--- config.mk ---
export PLATFORM = sky130hd
export DESIGN_NAME = face_box_frame_ctrl_flat
export DESIGN_NICKNAME = d
export VERILOG_FILES = /design/src/rtl/face_box_frame_ctrl_pkg.sv /design/src/rtl/face_box_frame_ctrl_if.sv /design/src/rtl/face_box_frame_ctrl_iir.sv /design/src/rtl/face_box_frame_ctrl.sv /design/src/flat_wrapper.sv
export SDC_FILE = /design/constraint.sdc
export NUM_CORES = 1
export LEC_CHECK = 0
export CAP_MARGIN = 10
export CORE_UTILIZATION = 25
export DETAILED_ROUTE_END_ITERATION = 16
export SETUP_SLACK_MARGIN = 0.02
export SLEW_MARGIN = 40
export SYNTH_ARGS = -nofsm -noshare
export SYNTH_HDL_FRONTEND = slang
export SYNTH_SLANG_ARGS = --single-unit
--- constraint.sdc ---
create_clock -name clk -period 3.8 [get_ports clk]
set_clock_uncertainty 0.1 [all_clocks]
set_input_delay 1.14 -clock clk [delete_from_list [all_inputs] [get_ports clk]]
set_output_delay 1.14 -clock clk [all_outputs]
set_load 0.01 [all_outputs]
--- src/rtl/face_box_frame_ctrl_pkg.sv ---
// face_box_pkg: shared geometry, FSM encoding and box layout for the face box frame controller
package face_box_pkg;
  localparam int W = 12;
  localparam int IMG_H = 640;
  localparam int IMG_V = 480;
  localparam int MIN_SIZE = 16;
  localparam int ALPHA_SH = 2;
  localparam int MISS_MAX = 4;
  localparam int BOX_W = 4 * W;
  typedef enum logic [2:0] {IDLE, WAIT_FRAME, IN_FRAME, CHECK, FILTER, PUBLISH} state_t;
  // x_min occupies the low W bits so coordinate i sits at [i*W +: W]
  typedef struct packed {
    logic [W-1:0] y_max;
    logic [W-1:0] y_min;
    logic [W-1:0] x_max;
    logic [W-1:0] x_min;
  } box_t;
endpackage

--- src/rtl/face_box_frame_ctrl_if.sv ---
// face_box_frame_ctrl_if: frame/box signals between the processor side and the tracker
interface face_box_frame_ctrl_if;
  import face_box_pkg::*;
  logic enable;
  logic vsync_in;
  logic [W-1:0] raw_x_min, raw_x_max, raw_y_min, raw_y_max;
  logic [W-1:0] trk_x_min, trk_x_max, trk_y_min, trk_y_max;
  logic trk_valid;
  logic frame_done;
  logic raw_ok;
  logic [2:0] miss_cnt;
  logic [15:0] frame_cnt;
  modport master (
    output enable, vsync_in, raw_x_min, raw_x_max, raw_y_min, raw_y_max,
    input trk_x_min, trk_x_max, trk_y_min, trk_y_max, trk_valid, frame_done, raw_ok, miss_cnt, frame_cnt
  );
  modport slave (
    input enable, vsync_in, raw_x_min, raw_x_max, raw_y_min, raw_y_max,
    output trk_x_min, trk_x_max, trk_y_min, trk_y_max, trk_valid, frame_done, raw_ok, miss_cnt, frame_cnt
  );
endinterface

--- src/rtl/face_box_frame_ctrl_iir.sv ---
// box_iir_step: one-coordinate IIR step, cur moves toward tgt by (tgt-cur)>>>ALPHA_SH, or loads tgt
module box_iir_step #(
  parameter int W = 12,
  parameter int ALPHA_SH = 2
) (
  input  logic [W-1:0] cur,
  input  logic [W-1:0] tgt,
  input  logic         load,
  output logic [W-1:0] nxt
);
  logic signed [W:0] d;
  logic signed [W:0] s;
  always_comb begin
    d = $signed({1'b0, tgt}) - $signed({1'b0, cur});
    s = d >>> ALPHA_SH;
    nxt = load ? tgt : cur + s[W-1:0];
  end
endmodule

--- src/rtl/face_box_frame_ctrl.sv ---
// face_box_frame_ctrl: samples the face box at vsync fall, validates, smooths and publishes it per frame
module face_box_frame_ctrl
  import face_box_pkg::*;
(
  input logic clk,
  input logic rst,
  face_box_frame_ctrl_if.slave bus
);
  localparam logic [W-1:0] H_LIM = W'(IMG_H);
  localparam logic [W-1:0] V_LIM = W'(IMG_V);
  localparam logic [W-1:0] MIN_W = W'(MIN_SIZE);
  localparam logic [2:0] MISS_M = 3'(MISS_MAX);
  state_t state;
  box_t cap, trk, nxt;
  logic vsync_d, pending_rise, ok, box_ok;
  logic trk_valid, frame_done, raw_ok;
  logic [2:0] miss_cnt, miss_n;
  logic [15:0] frame_cnt;
  logic rise, fall;
  assign rise = ~vsync_d & bus.vsync_in;
  assign fall = vsync_d & ~bus.vsync_in;
  always_comb begin
    box_ok = (cap.x_min < cap.x_max) & (cap.y_min < cap.y_max)
           & ((cap.x_max - cap.x_min) >= MIN_W) & ((cap.y_max - cap.y_min) >= MIN_W)
           & (cap.x_max < H_LIM) & (cap.y_max < V_LIM);
    miss_n = (miss_cnt >= MISS_M) ? MISS_M : miss_cnt + 3'd1;
  end
  for (genvar i = 0; i < 4; i++) begin : g_iir
    box_iir_step #(.W(W), .ALPHA_SH(ALPHA_SH)) u_step (
      .cur (trk[i*W +: W]),
      .tgt (cap[i*W +: W]),
      .load(~trk_valid),
      .nxt (nxt[i*W +: W])
    );
  end
  // Outputs are registered on the FILTER->PUBLISH edge so frame_done is visible during PUBLISH
  always_ff @(posedge clk) begin
    if (rst) begin
      state <= IDLE;
      vsync_d <= 1'b0;
      pending_rise <= 1'b0;
      ok <= 1'b0;
      cap <= '0;
      trk <= '0;
      trk_valid <= 1'b0;
      frame_done <= 1'b0;
      raw_ok <= 1'b0;
      miss_cnt <= '0;
      frame_cnt <= '0;
    end else begin
      vsync_d <= bus.vsync_in;
      frame_done <= 1'b0;
      if (!bus.enable) begin
        state <= IDLE;
        trk_valid <= 1'b0;
        pending_rise <= 1'b0;
      end else begin
        case (state)
          IDLE: state <= WAIT_FRAME;
          WAIT_FRAME: if (rise) state <= IN_FRAME;
          IN_FRAME: if (fall) begin
            cap <= '{bus.raw_y_max, bus.raw_y_min, bus.raw_x_max, bus.raw_x_min};
            state <= CHECK;
          end
          CHECK: begin
            ok <= box_ok;
            pending_rise <= pending_rise | rise;
            state <= FILTER;
          end
          FILTER: begin
            pending_rise <= pending_rise | rise;
            frame_done <= 1'b1;
            frame_cnt <= frame_cnt + 16'd1;
            raw_ok <= ok;
            if (ok) begin
              trk <= nxt;
              trk_valid <= 1'b1;
              miss_cnt <= '0;
            end else begin
              miss_cnt <= miss_n;
              if (miss_n == MISS_M) trk_valid <= 1'b0;
            end
            state <= PUBLISH;
          end
          PUBLISH: begin
            state <= (pending_rise | rise) ? IN_FRAME : WAIT_FRAME;
            pending_rise <= 1'b0;
          end
          default: state <= IDLE;
        endcase
      end
    end
  end
  assign bus.trk_x_min = trk.x_min;
  assign bus.trk_x_max = trk.x_max;
  assign bus.trk_y_min = trk.y_min;
  assign bus.trk_y_max = trk.y_max;
  assign bus.trk_valid = trk_valid;
  assign bus.frame_done = frame_done;
  assign bus.raw_ok = raw_ok;
  assign bus.miss_cnt = miss_cnt;
  assign bus.frame_cnt = frame_cnt;
endmodule

--- src/flat_wrapper.sv ---
// flat-port wrapper written by rule: the top's interface ports become plain ports
module face_box_frame_ctrl_flat import face_box_pkg::*;
  (clk, rst, bus_enable, bus_vsync_in, bus_raw_x_min, bus_raw_x_max, bus_raw_y_min, bus_raw_y_max, bus_trk_x_min, bus_trk_x_max, bus_trk_y_min, bus_trk_y_max, bus_trk_valid, bus_frame_done, bus_raw_ok, bus_miss_cnt, bus_frame_cnt);
  face_box_frame_ctrl_if bus_i ();
  input logic clk;
  input logic rst;
  input wire logic [$bits(bus_i.enable)-1:0] bus_enable;
  input wire logic [$bits(bus_i.vsync_in)-1:0] bus_vsync_in;
  input wire logic [$bits(bus_i.raw_x_min)-1:0] bus_raw_x_min;
  input wire logic [$bits(bus_i.raw_x_max)-1:0] bus_raw_x_max;
  input wire logic [$bits(bus_i.raw_y_min)-1:0] bus_raw_y_min;
  input wire logic [$bits(bus_i.raw_y_max)-1:0] bus_raw_y_max;
  output wire logic [$bits(bus_i.trk_x_min)-1:0] bus_trk_x_min;
  output wire logic [$bits(bus_i.trk_x_max)-1:0] bus_trk_x_max;
  output wire logic [$bits(bus_i.trk_y_min)-1:0] bus_trk_y_min;
  output wire logic [$bits(bus_i.trk_y_max)-1:0] bus_trk_y_max;
  output wire logic [$bits(bus_i.trk_valid)-1:0] bus_trk_valid;
  output wire logic [$bits(bus_i.frame_done)-1:0] bus_frame_done;
  output wire logic [$bits(bus_i.raw_ok)-1:0] bus_raw_ok;
  output wire logic [$bits(bus_i.miss_cnt)-1:0] bus_miss_cnt;
  output wire logic [$bits(bus_i.frame_cnt)-1:0] bus_frame_cnt;
  assign bus_i.enable = bus_enable;
  assign bus_i.vsync_in = bus_vsync_in;
  assign bus_i.raw_x_min = bus_raw_x_min;
  assign bus_i.raw_x_max = bus_raw_x_max;
  assign bus_i.raw_y_min = bus_raw_y_min;
  assign bus_i.raw_y_max = bus_raw_y_max;
  assign bus_trk_x_min = bus_i.trk_x_min;
  assign bus_trk_x_max = bus_i.trk_x_max;
  assign bus_trk_y_min = bus_i.trk_y_min;
  assign bus_trk_y_max = bus_i.trk_y_max;
  assign bus_trk_valid = bus_i.trk_valid;
  assign bus_frame_done = bus_i.frame_done;
  assign bus_raw_ok = bus_i.raw_ok;
  assign bus_miss_cnt = bus_i.miss_cnt;
  assign bus_frame_cnt = bus_i.frame_cnt;
  face_box_frame_ctrl u_core (.clk(clk), .rst(rst), .bus(bus_i));
endmodule
; After elaboration in Yosys (flattened, before gate mapping)
; Index checks and enable logic that the tools add are counted.
[word_totals]
ramBits = 0
wordCells = 80
latch_bits = 0
mem_bits_ro = 0
in_bits = 52
output_inout_bits = 70
memories = 0
ff_bits = 124
[op_classes]
div = 0
eq_ne = 8
addsub = 12
n_mul = 0
n_reduce_logical = 11
n_bitwise = 11
n_shift = 0
magnitude_cmp = 7
muxes = 14
[ops]
columns = cell, n
row1 = 12-bit by 12-bit subtractor with 13-bit output, 4
row2 = 12-bit adder, 4
row3 = 12-bit two-way mux, 4
row4 = 12-bit by 5-bit greater-or-equal comparator with 1-bit output (second input constant), 2
row5 = 12-bit < comparator, 2
row6 = 12-bit subtractor, 2
row7 = 3-bit one-hot mux with 6 select lines, 1
row8 = 16-bit by 1-bit adder with 16-bit output (second input constant), 1
row9 = 12-bit by 10-bit < comparator with 1-bit output (second input constant), 1
row10 = 12-bit by 9-bit < comparator with 1-bit output (second input constant), 1
row11 = 3-bit two-way mux, 4
row12 = 3-bit == test (second input constant), 3
row13 = 2-bit AND reduction, 4
row14 = 1-bit bitwise AND, 7
row15 = 3-bit by 2-bit == test with 1-bit output (second input constant), 2
row16 = 3-bit AND reduction, 2
row17 = 2-bit by 1-bit inequality test with 1-bit output (second input constant), 2
row18 = 2-bit nonzero test, 2
row19 = 2-bit OR reduction, 2
row20 = 3-bit by 1-bit adder with 3-bit output (second input constant), 1
row21 = 3-bit by 1-bit == test with 1-bit output (second input constant), 1
row22 = 3-bit greater-or-equal comparator (second input constant), 1
row23 = 3-bit zero test, 1
row24 = 1-bit two-way mux, 3
row25 = other kinds (4), 6

; Depth between registers and ports, before layout
; Gate-level depths: netlist (run 1).
[logic_depth]
depth_word = 6
mapped_depth = 17
mapped_depth_nobuf = 17

; Hierarchy
; Synthesis (run 1) repeated with hierarchy kept, for this count alone.
[unflattened]
hier_cells = 1283
area_unflattened_um2 = 9903.2
[by_module_without_submodules]
columns = module, seq_area_each_um2, area_per_inst_um2, n_inst, cells_per_inst
row1 = face_box_frame_ctrl, 2482.4, 5734.2, 1, 746
row2 = box_iir_step (u_core.g_iir[0].u_step ...), 0.0, 1044.8, 3, 134
row3 = box_iir_step (u_core.g_iir[1].u_step), 0.0, 1034.7, 1, 135

; Worst setup path after synthesis (run 1)
; Ideal clock, no wire load.
[synth_path]
path_kind = register -> register
start = register u_core.trk, in the netlist u_core.bus.trk_y_max[1]
end = register u_core.trk, in the netlist u_core.bus.trk_y_max[11]
arrival_ns = 3.501
setup_slack_ns = 0.077
synth_period_minus_slack_ns = 3.723
n_path_buf = 0
path_stages_with_launch = 17
setup_ns = 0.122
t_required_ns = 3.578
cell_sequence = dfxtp_1 > inv_1 > ha_1 > a21boi_1 > o41a_1 > a41o_1 > o41a_1 > a21o_1 > a21oi_1 > xnor2_1 > ha_1 > or2_2 > a21oi_1 > a21oi_1 > xnor2_1 > xnor2_1 > o21ai_1
[synth_via]
elab_chain_cells = 3
[synth_rtl]
columns = item, line_no
row1 = "start, declared", face_box_frame_ctrl.sv:14  ; box_t cap, trk, nxt;
row2 = "start signal, assigned", face_box_frame_ctrl.sv:76  ; trk <= nxt;
row3 = 12-bit by 12-bit subtractor with 13-bit output, face_box_frame_ctrl_iir.sv:14  ; d = $signed({1'b0, tgt}) - $signed({1'b0, cur});
row4 = 12-bit adder (*), face_box_frame_ctrl_iir.sv:16  ; nxt = load ? tgt : cur + s[W-1:0];
row5 = 12-bit two-way mux (*), face_box_frame_ctrl_iir.sv:16
; Mark *: on every way between the ends. The rest lies on a longest branch, timed or not.
; A chain may end at the register's enable or synchronous reset.

; Worst setup path after layout (run 1)
[layout_path]
start = register u_core.trk, in the netlist u_core.bus.trk_x_min[2]
end = register u_core.trk, in the netlist u_core.bus.trk_x_min[11]
; Same word-level chain as after synthesis.

==> flow_summary_export.csv, run 1 <==
group,metric,value,unit
run_status,outcome,"complete, no violations",
floorplan,floorplan.initialDensity,25.61,%
floorplan,die-area,0.03864,mm^2
clock_tree,clock_sinks,124,
yosys,synth_top_area_share,26.23,%
yosys,synth.lib_cells_used.distinct,64,
clock_tree,path_clk_slew,0.06,ns
grt,grt_pass1_vias,8779,
placed_design,hpwl,21450,um
route,routedWlPerCell,15.00,um
yosys,ys_warn_count,0,
power,peakVddDrop,0.0001743,V
min_path,min_path_type,"reg2reg",
finish,layout_common_cells,"177 x nand2_1, 120 x clkdlybuf4s50_1, 119 x ha_1",
power,powerDensity,248.1,mW/mm^2
finish,final_cell_count_no_fill,1881,
finish,final_common_cell,"nand2_1",
yosys,synth-edff-count,0,
yosys,avgSynthCellArea,7.764,um^2
yosys,async_flop_share,0,%
grt,grt_pass1_wl,44590,um
yosys,synth_ff_type,"dfxtp_1",
clock_tree,root_buffer,"clkbuf_16",
finish,fill_cells,3943,
critical_path,path_delay_family,"compound AO/OA/AOI/OAI gates",
yosys,synth_largest_area_cell,"dfxtp_1",
clock_tree,cts_tree,"done",
timing,period_needed,3.623,ns
critical_path,cp_slowest_cell,"o41a_4",
route,drt-pass1-iter-count,6,
clock_tree,htree_num_levels,4,
placed_design,io_buffers,121,
floorplan,die_w,196.6,um
yosys,yosysSeqAreaShare,26.23,%
grt,grt_max_degree,40,
clock_tree,hold_buffers,0,
timing,post-route-period-util,95.34,%
finish,area_growth,29.28,%
timing,fmax,276.0,MHz
grt,track_usage,14.69,%
placed_design,dp.cells,1843,
critical_path,cp.arrival,3.84,ns
timing,relSlewSlack,49.68,%
placed_design,preCtsSetupSlack,0.08368,ns
route,drtAntennaViolNets,0,
timing,worst_pin_slew,0.7548,ns
route,drc,0,
critical_path,required,4.02,ns
critical_path,max_stage_delay,0.41,ns
placed_design,gp_congestion,0.8721,
clock_tree,cts_buffers,17,
critical_path,crit_path_end_kind,"register",
timing,finalSetupViolCount,0,
clock_tree,cts_buffer_depth,2,
yosys,syn-num-nets,1396,
floorplan,die_y,196.6,um
power,total_power,3036,uW
critical_path,critPathLaunchType,"register",
yosys,synth_cells,1219,
clock_tree,insertion_delay,0.43,ns
floorplan,io_pins,122,
critical_path,r2r_cells,15,
grt,grt_overflow,0,
yosys,synth_area_leaders,"dfxtp_1 26%, ha_1 16%, nand2_1 7.0%",
critical_path,r2r_start,"u_core.bus.trk_x_min[2]",
timing,slew_violations,0,
critical_path,crit_type,"reg2reg",
route,drt_iter0_drc,443,
floorplan,rows,70,
critical_path,regToRegSetupSlack,0.18,ns
finish,drive_gt1_share,8.212,%
timing,rsz0062_at_grt,"true",
critical_path,path_buf_inv,1,
critical_path,crit_fanout,4,
finish,finalNetCount,1541,
critical_path,crit_chain,"inv_1 > ha_1 > or3_1 > o21ai_2 > o31ai_2 > o41a_4 > xor2_1 > ha_1 > and2_1 > o21ai_0 > o21ai_1 > o41ai_2 > xor2_1 > nor3_1 > a211o_1",
flow_run,max-cap-violations,0,
timing,fin_ws,0.1772,ns
timing,hold_violations,0,
yosys,mappedNetlistArea,0.009464,mm^2
power,power_leakage,0.004724,uW
route,vias,8905,
floorplan,core,0.03696,mm^2
min_path,whs_path_depth,2,
route,wl,28220,um
route,via_per_inst,4.734,
critical_path,r2r-end,"u_core.bus.trk_x_min[11]",
min_path,holdCritStartpoint,"u_core.bus.trk_x_min[3]",
min_path,min_to,"u_core.bus.trk_x_min[3]",
yosys,synth_seq_cells,124,
grt,antenna_found_initial,3,
==> cell families after synthesis <==
logic type | after synthesis | share of synthesized area (%)
mux | 37 | 3.927
fa+ha+maj | 125 | 17.00
compound gates | 305 | 20.28
flops | 124 | 26.23
xor+xnor | 82 | 7.734
simple gates | 420 | 19.82
buf+inv | 126 | 5.010
==> worst min-delay path: cells and delay by family (launching register included) <==
family / cells / cell delay [ns]
AOI/OAI and AO/OA: 1 / 0.06
and+or+nand+nor: 1 / 0.05
DFF: 1 / 0.33
==> where the power goes <==
| group | leakage (uW) | internal (uW) | switching, uW |
|---|---|---|---|
| clock network | 0.000275 | 979 | 625 |
| logic | 0.00345 | 69.6 | 56.7 |
| registers | 0.00100 | 1300 | 2.70 |
==> worst max-delay path by stage <==
stage	start	end	cells after the start
after floorplan	u_core.bus.trk_y_max[1]	u_core.bus.trk_y_max[11]	16
after global placement	u_core.bus.trk_y_max[1]	u_core.bus.trk_y_max[11]	16
after detailed placement	u_core.bus.trk_y_max[1]	u_core.bus.trk_y_max[11]	16
after CTS	u_core.bus.trk_y_max[1]	u_core.bus.trk_y_max[11]	16
after global routing	u_core.bus.trk_y_max[1]	u_core.bus.trk_y_max[11]	16
final	u_core.bus.trk_x_min[2]	u_core.bus.trk_x_min[11]	15
==> per-layer routing <==
| layer | routed length [um] | vias to the layer above | GRT usage (%) |
|---|---|---|---|
| li1 | - | 4547 | - |
| met1 | 13480 | 4150 | 19.06 |
| met2 | 12670 | 163 | 23.59 |
| met3 | 1401 | 41 | 3.542 |
| met4 | 641 | 4 | 5.237 |
| met5 | 22 | - | 0 |
==> sequential cells by signal, indices dropped and copies added (netlist names) <==
register	count
u_core.bus.trk_x_max	12
u_core.ok	1
u_core.vsync_d	1
u_core.state	3
u_core.bus.trk_y_min	12
u_core.bus.trk_valid	1
u_core.bus.miss_cnt	3
u_core.bus.raw_ok	1
u_core.bus.frame_cnt	16
u_core.bus.frame_done	1
u_core.bus.trk_y_max	12
u_core.bus.trk_x_min	12
u_core.pending_rise	1
u_core.cap	48
==> Yosys cell counts, types with 3 or more instances <==
| cell type | instances |
|---|---|
| and2_1 | 9 |
| xor2_1 | 20 |
| nand4_1 | 4 |
| mux2i_1 | 36 |
| nor2b_1 | 17 |
| dfxtp_1 | 124 |
| a31oi_1 | 5 |
| a211oi_1 | 12 |
| and3_1 | 12 |
| o21a_1 | 13 |
| o21bai_1 | 7 |
| nand2b_1 | 9 |
| xnor2_1 | 61 |
| a21o_1 | 20 |
| o211ai_1 | 5 |
| a32oi_1 | 7 |
| fa_1 | 6 |
| inv_1 | 90 |
| nand3_1 | 25 |
| ha_1 | 119 |
| a21boi_0 | 3 |
| nor2_1 | 105 |
| clkbuf_1 | 31 |
| buf_1 | 3 |
| a21oi_1 | 101 |
| o41ai_1 | 7 |
| a22o_1 | 3 |
| o21ai_1 | 23 |
| nor3_1 | 33 |
| o21ai_0 | 69 |
| nand2_1 | 177 |
| nor3b_1 | 9 |
| or3_1 | 12 |
==> metrics by stage <==
step                      setup TNS, ns  hold slack, ns  util [%]  cell area (um^2)
after floorplan                       0          0.3530         -              9464
after global placement                0          0.3785     31.09             11490
after detailed placement              0          0.3863     31.09             11490
after CTS                             0          0.3975     32.62             12060
after global routing           -0.02473          0.4157     33.10             12240
final                                 0          0.3865     33.10             12240
==> what timing repair did <==
| item | CTS | global route |
|---|---|---|
| buffers inserted | 0 | 6 |
| endpoints found under the hold margin | 0 | 0 |
| setup endpoints to repair | 0 | 9 |
| gates resized for setup | 0 | 32 |
==> cell type report <==
class | count | area (um^2) | share of cell area (%)
tap | 504 | 630.6 | 5.154
sequential | 124 | 2494 | 20.38
clock buffer | 25 | 505.5 | 4.131
timing repair buffer | 161 | 1556 | 12.72
antenna | 1 | 2.502 | 0.02045
clock inverter | 6 | 60.06 | 0.4908
inverter | 91 | 341.6 | 2.792
multi-input combinational | 969 | 6645 | 54.31
Note: power is estimated with default switching activity, not from simulation.
==> run 2, diff against run 1 <==
- CORE_UTILIZATION: 25 -> 50
- PLACE_DENSITY: default -> 0.76
==> flow_summary_export.csv, run 2 (synthesis results as in run 1) <==
group,metric,value,unit
placed_design,hpwl,18580,um
grt,grt_pass1_wl,42100,um
floorplan,floorplan.initialDensity,51.80,%
critical_path,cp_slowest_cell,"dfxtp_2",
route,drtAntennaViolNets,0,
route,wl_met3,1575,um
timing,relSlewSlack,51.01,%
finish,largestRegisters,"u_core.cap (48), u_core.bus.frame_cnt (16)",
placed_design,preCtsSetupSlack,0.05637,ns
timing,post-route-period-util,96.11,%
route,met2_length,11900,um
critical_path,required,4.00,ns
critical_path,crit_path_end_kind,"register",
timing,worst_pin_slew,0.7348,ns
power,combPwrFrac,3.9,%
finish,multi_input_area,0.006636,mm^2
timing,fmax,273.8,MHz
grt,track_usage,26.76,%
timing,holdWs,0.3782,ns
power,power_switching,651.1,uW
floorplan,die-area,0.01948,mm^2
grt,antenna_found_initial,0,
finish,top_register,"u_core.cap",
clock_tree,clock_sinks,124,
run_status,outcome,"complete, no violations",
power,power_leakage,0.004706,uW
timing,hold_violations,0,
floorplan,rows,49,
clock_tree,htree_num_levels,4,
power,powerDensity,261.0,mW/mm^2
finish,utilization,64.87,%
timing,period_needed,3.652,ns
flow_run,max-cap-violations,0,
critical_path,crit_fanout,4,
finish,fill_cells,1569,
finish,seq_area,0.002494,mm^2
critical_path,critPathLaunchType,"register",
route,drt_iter0_drc,564,
critical_path,cp.arrival,3.85,ns
route,drc,0,
finish,largest_reg_flops,48,
finish,final_common_cell,"nand2_1",
route,drt-pass1-iter-count,5,
floorplan,die_y,139.6,um
critical_path,max_stage_delay,0.35,ns
power,peakVddDrop,0.0003283,V
route,vias,9028,
critical_path,path_buf_inv,1,
clock_tree,root_buffer,"clkbuf_16",
route,wl,25820,um
power,p_seq_share,42.2,%
timing,fin_ws,0.1478,ns
floorplan,io_pins,122,
timing,finalSetupViolCount,0,
power,p_sw_share,21.05,%
critical_path,path_delay_family,"compound AO/OA/AOI/OAI gates",
route,highest_layer,"met4",
finish,layout_common_cells,"177 x nand2_1, 120 x clkdlybuf4s50_1, 117 x ha_1, 117 x dfxtp_1, 105 x nor2_1",
finish,area_growth,25.24,%
floorplan,core,0.01827,mm^2
grt,grt_max_degree,41,
critical_path,crit_chain,"inv_1 > ha_1 > nor3_1 > nor2_1 > o41a_1 > a41o_1 > o41a_1 > a21o_1 > a21oi_2 > xnor2_2 > ha_1 > or2_2 > a21oi_1 > a21oi_1 > xnor2_1 > xnor2_1 > o21ai_1",
finish,drive_gt1_share,7.434,%
placed_design,io_buffers,121,
timing,slew_violations,0,
min_path,min_path_type,"reg2reg",
power,p_int,2442,uW
clock_tree,cts_tree,"done",
finish,num_antenna_cells,0,
clock_tree,path_clk_slew,0.05,ns
route,wl_met1,11960,um
grt,grt_pass1_vias,8702,
power,clockPowerShare,53.9,%
placed_design,gp_congestion,0.9051,
route,via_per_inst,5.639,
clock_tree,cts_buffer_depth,2,
critical_path,crit_type,"reg2reg",
route,routedWlPerCell,16.13,um
finish,finalNetCount,1537,
clock_tree,cts_buffers,17,
clock_tree,insertion_delay,0.43,ns
floorplan,die_w,139.6,um
grt,grt_overflow,0,
-- run 2: worst min-delay path: cells and delay by family, from the launching register on --
family             cells  cell delay, ns
DFF                    1            0.32
and+or+nand+nor        1            0.06
AOI/OAI and AO/OA      1            0.05
-- run 2: layout make-up --
type / count / area share (%)
Clock buffer: 23 / 4.033
Clock inverter: 8 / 0.9712
Inverter: 91 / 2.882
Multi-Input combinational cell: 969 / 55.99
Sequential cell: 124 / 21.04
Tap cell: 229 / 2.417
Timing Repair Buffer: 157 / 12.67
-- run 2: routing by layer --
| metal | vias up | global-route usage [%] |
|---|---|---|
| met1 | 4182 | 35.47 |
| met3 | 30 | 4.852 |
| li1 | 4551 | - |
| met2 | 265 | 44.30 |
| met5 | - | 0 |
| met4 | 0 | 7.866 |
-- run 2: path summary, 6_finish.rpt --
check | from | endpoint | slack [ns] | cells after the start
setup reg to reg | u_core.bus.trk_y_max[2] | u_core.bus.trk_y_max[11] | 0.15 | 17
hold reg to reg | u_core.bus.raw_ok | u_core.bus.raw_ok | 0.38 | 2
hold / removal | u_core.bus.raw_ok | u_core.bus.raw_ok | 0.38 | 2
setup / recovery | u_core.bus.trk_y_max[2] | u_core.bus.trk_y_max[11] | 0.15 | 17
-- run 2: per-stage QoR --
stage,power (uW),instance area [um^2],instances,TNS [ns]
floorplan,1378,9464,1219,0
global placement,1452,11090,1564,0
detailed placement,1453,11090,1564,0
CTS,3104,11690,1595,0
global route,3171,11850,1601,-0.08892
finish,3093,11850,1601,0
-- run 2: power groups by stage --
stage / registers (uW) / clock network, uW / logic, uW
2_1_floorplan: 1330 / 0 / 46.5
3_3_place_gp: 1330 / 0 / 119
3_5_place_dp: 1330 / 0 / 119
4_1_cts: 1310 / 1680 / 120
5_1_grt: 1300 / 1740 / 130
6_report: 1300 / 1670 / 121
-- run 2: what timing repair did --
action                                  in CTS  in global routing
hold buffers                                 0                  0
resized for setup                            0                 25
setup buffers                                0                  6
endpoints found under the setup margin       0                  7
==> edit 1: new RTL, config.mk and constraints of run 1 <==
Encoding of `state_t`: now one-hot (6 bits for 6 states).
--- a/src/rtl/face_box_frame_ctrl_pkg.sv
+++ b/src/rtl/face_box_frame_ctrl_pkg.sv
@@ -7,7 +7,7 @@
   localparam int ALPHA_SH = 2;
   localparam int MISS_MAX = 4;
   localparam int BOX_W = 4 * W;
-  typedef enum logic [2:0] {IDLE, WAIT_FRAME, IN_FRAME, CHECK, FILTER, PUBLISH} state_t;
+  typedef enum logic [5:0] {IDLE = 6'b000001, WAIT_FRAME = 6'b000010, IN_FRAME = 6'b000100, CHECK = 6'b001000, FILTER = 6'b010000, PUBLISH = 6'b100000} state_t;
   // x_min occupies the low W bits so coordinate i sits at [i*W +: W]
   typedef struct packed {
     logic [W-1:0] y_max;
Formal check against the unedited RTL: same outputs for any inputs over 4 cycles, from zero or initial values and one cycle with rst high; so few cycles prove little.
==> edit 1 against run 1 <==
  * Worst setup slack got worse by 0.016 ns
  * Largest power group unchanged
  * Sequential cell count up 3
  * Final area rose by 2.3%
  * Synthesized area grew 2.0%
  * Wire length is 0.28% lower
  * Power is 2.9% higher
  * Final cell count is 1.3% higher
  * Critical endpoint is now u_core.bus.trk_y_max[11]$_SDFFE_PP0P_
==> edit 1: results (changes against run 1) <==
stage	metric	value	unit	change
outcome	status	completed		
critical_path	endpoint	u_core.bus.trk_y_max[11]$_SDFFE_PP0P_		
yosys	synth_cell_types	72		+13%
detailed_routing	met1_length	13.0	mm	-3.7%
yosys	synth_compound_area_share	20.2	%	-0.044 points
critical_path	reg2regPathDepth	14		-1
cells_and_area	final_nets	1557		+1.0%
yosys	synth_mux_area_share	3.44	%	-0.49 points
detailed_routing	vias	9064		+1.8%
detailed_routing	wirelength	28.1	mm	-0.28%
cells_and_area	fillers	4017		+1.9%
critical_path	slowest_stage	o41a_1		
power	p_leak	0.00484	uW	+2.5%
grt	grt_first_pass_wirelength	44.6	mm	about the same
grt	antenna_found_initial	2		-1
yosys	syn-num-nets	1408		+0.86%
placement	dp_hpwl	21.0	mm	-1.9%
grt	grt_pass1_vias	8748		-0.35%
timing	worstMarginPinSlew	0.602	ns	-0.153 ns
critical_path	slowest_delay	0.43	ns	+0.02 ns
hold_path	hold_end	u_core.bus.raw_ok$_SDFFE_PP0P_		
grt	gr-usage-all-layers	14.3	%	-0.38 points
placement	dp_slack	0.0615	ns	-0.0222 ns
yosys	synth_xor_area_share	7.67	%	-0.060 points
power	p_switching	741	uW	+8.3%
critical_path	reg2reg_slack	0.16	ns	-0.02 ns
yosys	synth_commonest_cells	nand2_1 (168), dfxtp_1 (127), ha_1 (119), nor2_1 (108), a21oi_1 (101)		
detailed_routing	wl_met3	1.48	mm	+5.4%
detailed_routing	initialDrtViolationCount	384		-13%
timing	hold-worst-slack	0.358	ns	-0.0282 ns
critical_path	startpoint	u_core.cap[37]$_SDFFE_PP0P_		
==> edit 1: power by group through the flow <==
stage	clock, uW	combinational, uW	sequential, uW
after floorplan	0	29.9	1360
after global routing	1790	111	1330
final	1690	104	1330
after CTS	1730	104	1340
after global placement	0	103	1370
after detailed placement	0	104	1370
==> edit 1: tightest hold or removal path, cell delays in order, from the launching register on <==
cell	delay, ns
dfxtp_1	0.31
nand2_1	0.05
a21oi_1	0.05
==> edit 1: through the flow <==
stage	instance area [um^2]	util, %	total power (uW)	cells
floorplan	9650	-	1390	1231
global placement	11700	30.8	1470	1860
detailed placement	11700	30.8	1470	1860
CTS	12300	32.4	3170	1892
global route	12500	33.1	3240	1904
finish	12500	33.1	3120	1905
==> edit 1: area by class of cell <==
class	instances	area share, %
clock inverter	14	1.23
inverter	84	2.52
timing repair buffer	166	12.6
antenna	1	0.0200
clock buffer	18	3.51
multi-input combinational	984	54.6
sequential	127	20.4
tap	511	5.11
==> edit 2: new RTL, config.mk and constraints of run 1 <==
Made on the original files. `W` is set to 12 in 2 places; all go to 18.
--- a/src/rtl/face_box_frame_ctrl_pkg.sv
+++ b/src/rtl/face_box_frame_ctrl_pkg.sv
@@ -1,6 +1,6 @@
 // face_box_pkg: shared geometry, FSM encoding and box layout for the face box frame controller
 package face_box_pkg;
-  localparam int W = 12;
+  localparam int W = 18;
   localparam int IMG_H = 640;
   localparam int IMG_V = 480;
   localparam int MIN_SIZE = 16;
--- a/src/rtl/face_box_frame_ctrl_iir.sv
+++ b/src/rtl/face_box_frame_ctrl_iir.sv
@@ -1,6 +1,6 @@
 // box_iir_step: one-coordinate IIR step, cur moves toward tgt by (tgt-cur)>>>ALPHA_SH, or loads tgt
 module box_iir_step #(
-  parameter int W = 12,
+  parameter int W = 18,
   parameter int ALPHA_SH = 2
 ) (
   input  logic [W-1:0] cur,
Interface: changed (8 resized); port bits go from 122 to 170. No check against the original RTL was run, so the function may have changed too.
==> edit 2 against run 1 <==
  * Wire length up 78%
  * Final area up 65%
  * Hold slack better by 0.0025 ns
  * The flow now finishes with violations (negative setup slack)
  * Die area is 49% higher
  * Via count increased by 64%
  * Worst setup slack worse by 0.73 ns
  * Power grew 27%
  * Count of clock-buffer cells in the layout down 6
  * Non-clock buffer count increased by 287
  * Final cell count up 59%
  * Sequential share of layout area is 3.1 points lower
  * Sequential cell count is 48 higher
  * Synthesized area increased by 49%
  * Largest power group unchanged
==> edit 2: results (changes against run 1) <==
stage	metric	value	unit	change
placement	dp_hpwl	37.2	mm	+73%
cells_and_area	clock_area_share	2.87	%	-1.8 points
cells_and_area	clock_buffers	19		-24%
cells_and_area	fillers	5579		+41%
critical_path	slowest_stage	a221o_2		
cells_and_area	seq_share	17.2	%	-3.1 points
cells_and_area	seq_cell_count	172		+39%
placement	dp_slack	-0.543	ns	-0.627 ns
placement	io_buffers	169		+40%
clocking	cts_setup_buffers	29		+29
outcome	violations	negative setup slack		
timing	finalSetupViolations	19		+19
grt	grt_max_degree	168		+320%
cells_and_area	multiInputGateArea	10800	um^2	+62%
clocking	cts_resized	75		+75
cells_and_area	buf_share	19.4	%	+6.6 points
clocking	clk_latency	0.50	ns	+0.07 ns
critical_path	arrival	4.67	ns	+0.83 ns
yosys	synth.area.top_cells	dfxtp_1 (24%), ha_1 (16%), a21oi_1 (7.0%)		
timing	worstMarginPinSlew	0.625	ns	-0.130 ns
detailed_routing	dr.pass1.iters	7		+1
timing	setup_ws	-0.557	ns	-0.734 ns
grt	grt_first_pass_wirelength	77.6	mm	+74%
cells_and_area	final_layout_size_suffix_gt1_share	23.2	%	+15 points
grt	grtUsageMet1	21.7	%	+2.7 points
critical_path	reg2regPathDepth	21		+6
detailed_routing	viasPerCell	4.87		+2.9%
grt	grtUsageMet3	4.02	%	+0.48 points
grt	gr-usage-all-layers	17.4	%	+2.8 points
yosys	ys_seq_area_share	24.4	%	-1.8 points
grt	antenna_found_initial	0		-3
outcome	status	complete, but fails checks		
critical_path	cp_max_fo	3		-1
yosys	synth_commonest_cells	nand2_1 (218), a21oi_1 (197), nor2_1 (178), ha_1 (175), dfxtp_1 (172)		
placement	gp_congestion	0.906		+3.8%
yosys	synth_cell_types	81		+27%
==> edit 2: cell families after synthesis <==
logic type               Yosys count  synth area share (%)
buffers and inverters            209                  5.56
AND/OR/NAND/NOR                  580                  18.4
flip-flops                       172                  24.4
XOR/XNOR                         131                  8.12
AO/OA/AOI/OAI                    514                  24.1
adder cells (fa/ha/maj)          181                  16.4
multiplexers                      43                  3.07
==> edit 2: routing by layer <==
metal / share of wire [%] / vias to the layer above
met1: 46 / 6884
li1: - / 7303
met4: 2.3 / 0
met3: 4.8 / 73
met2: 47 / 316
met5: 0 / -
==> edit 2: tightest hold or removal path: cells and delay by family, from the launching register on <==
| kind | cells | cell delay, ns |
|---|---|---|
| DFF | 1 | 0.33 |
| AOI/OAI and AO/OA | 1 | 0.06 |
| and+or+nand+nor | 1 | 0.07 |
==> edit 2: where the power goes <==
group	total (uW)	internal (uW)	leakage, uW	switching, uW
sequential	1800	1800	0.00140	2.86
combinational	215	120	0.00652	94.6
clock	1830	956	0.000291	875
==> edit 2: final timing paths <==
kind	start	end	slack, ns
max reg2reg	u_core.bus.trk_y_max[2]$_SDFFE_PP0P_	u_core.bus.trk_y_max[15]$_SDFFE_PP0P_	-0.56
max	u_core.bus.trk_y_max[2]$_SDFFE_PP0P_	u_core.bus.trk_y_max[15]$_SDFFE_PP0P_	-0.56
min	u_core.bus.raw_ok$_SDFFE_PP0P_	u_core.bus.raw_ok$_SDFFE_PP0P_	0.39
min reg2reg	u_core.bus.raw_ok$_SDFFE_PP0P_	u_core.bus.raw_ok$_SDFFE_PP0P_	0.39
==> edit 2: per-stage QoR <==
stage          instance area (um^2)  TNS [ns]
5_1_grt                       20200     -9.84
6_report                      20200     -5.41
3_3_place_gp                  18400     -4.07
4_1_cts                       19500     -4.71
3_5_place_dp                  18400     -5.51
2_1_floorplan                 14300     -1.99
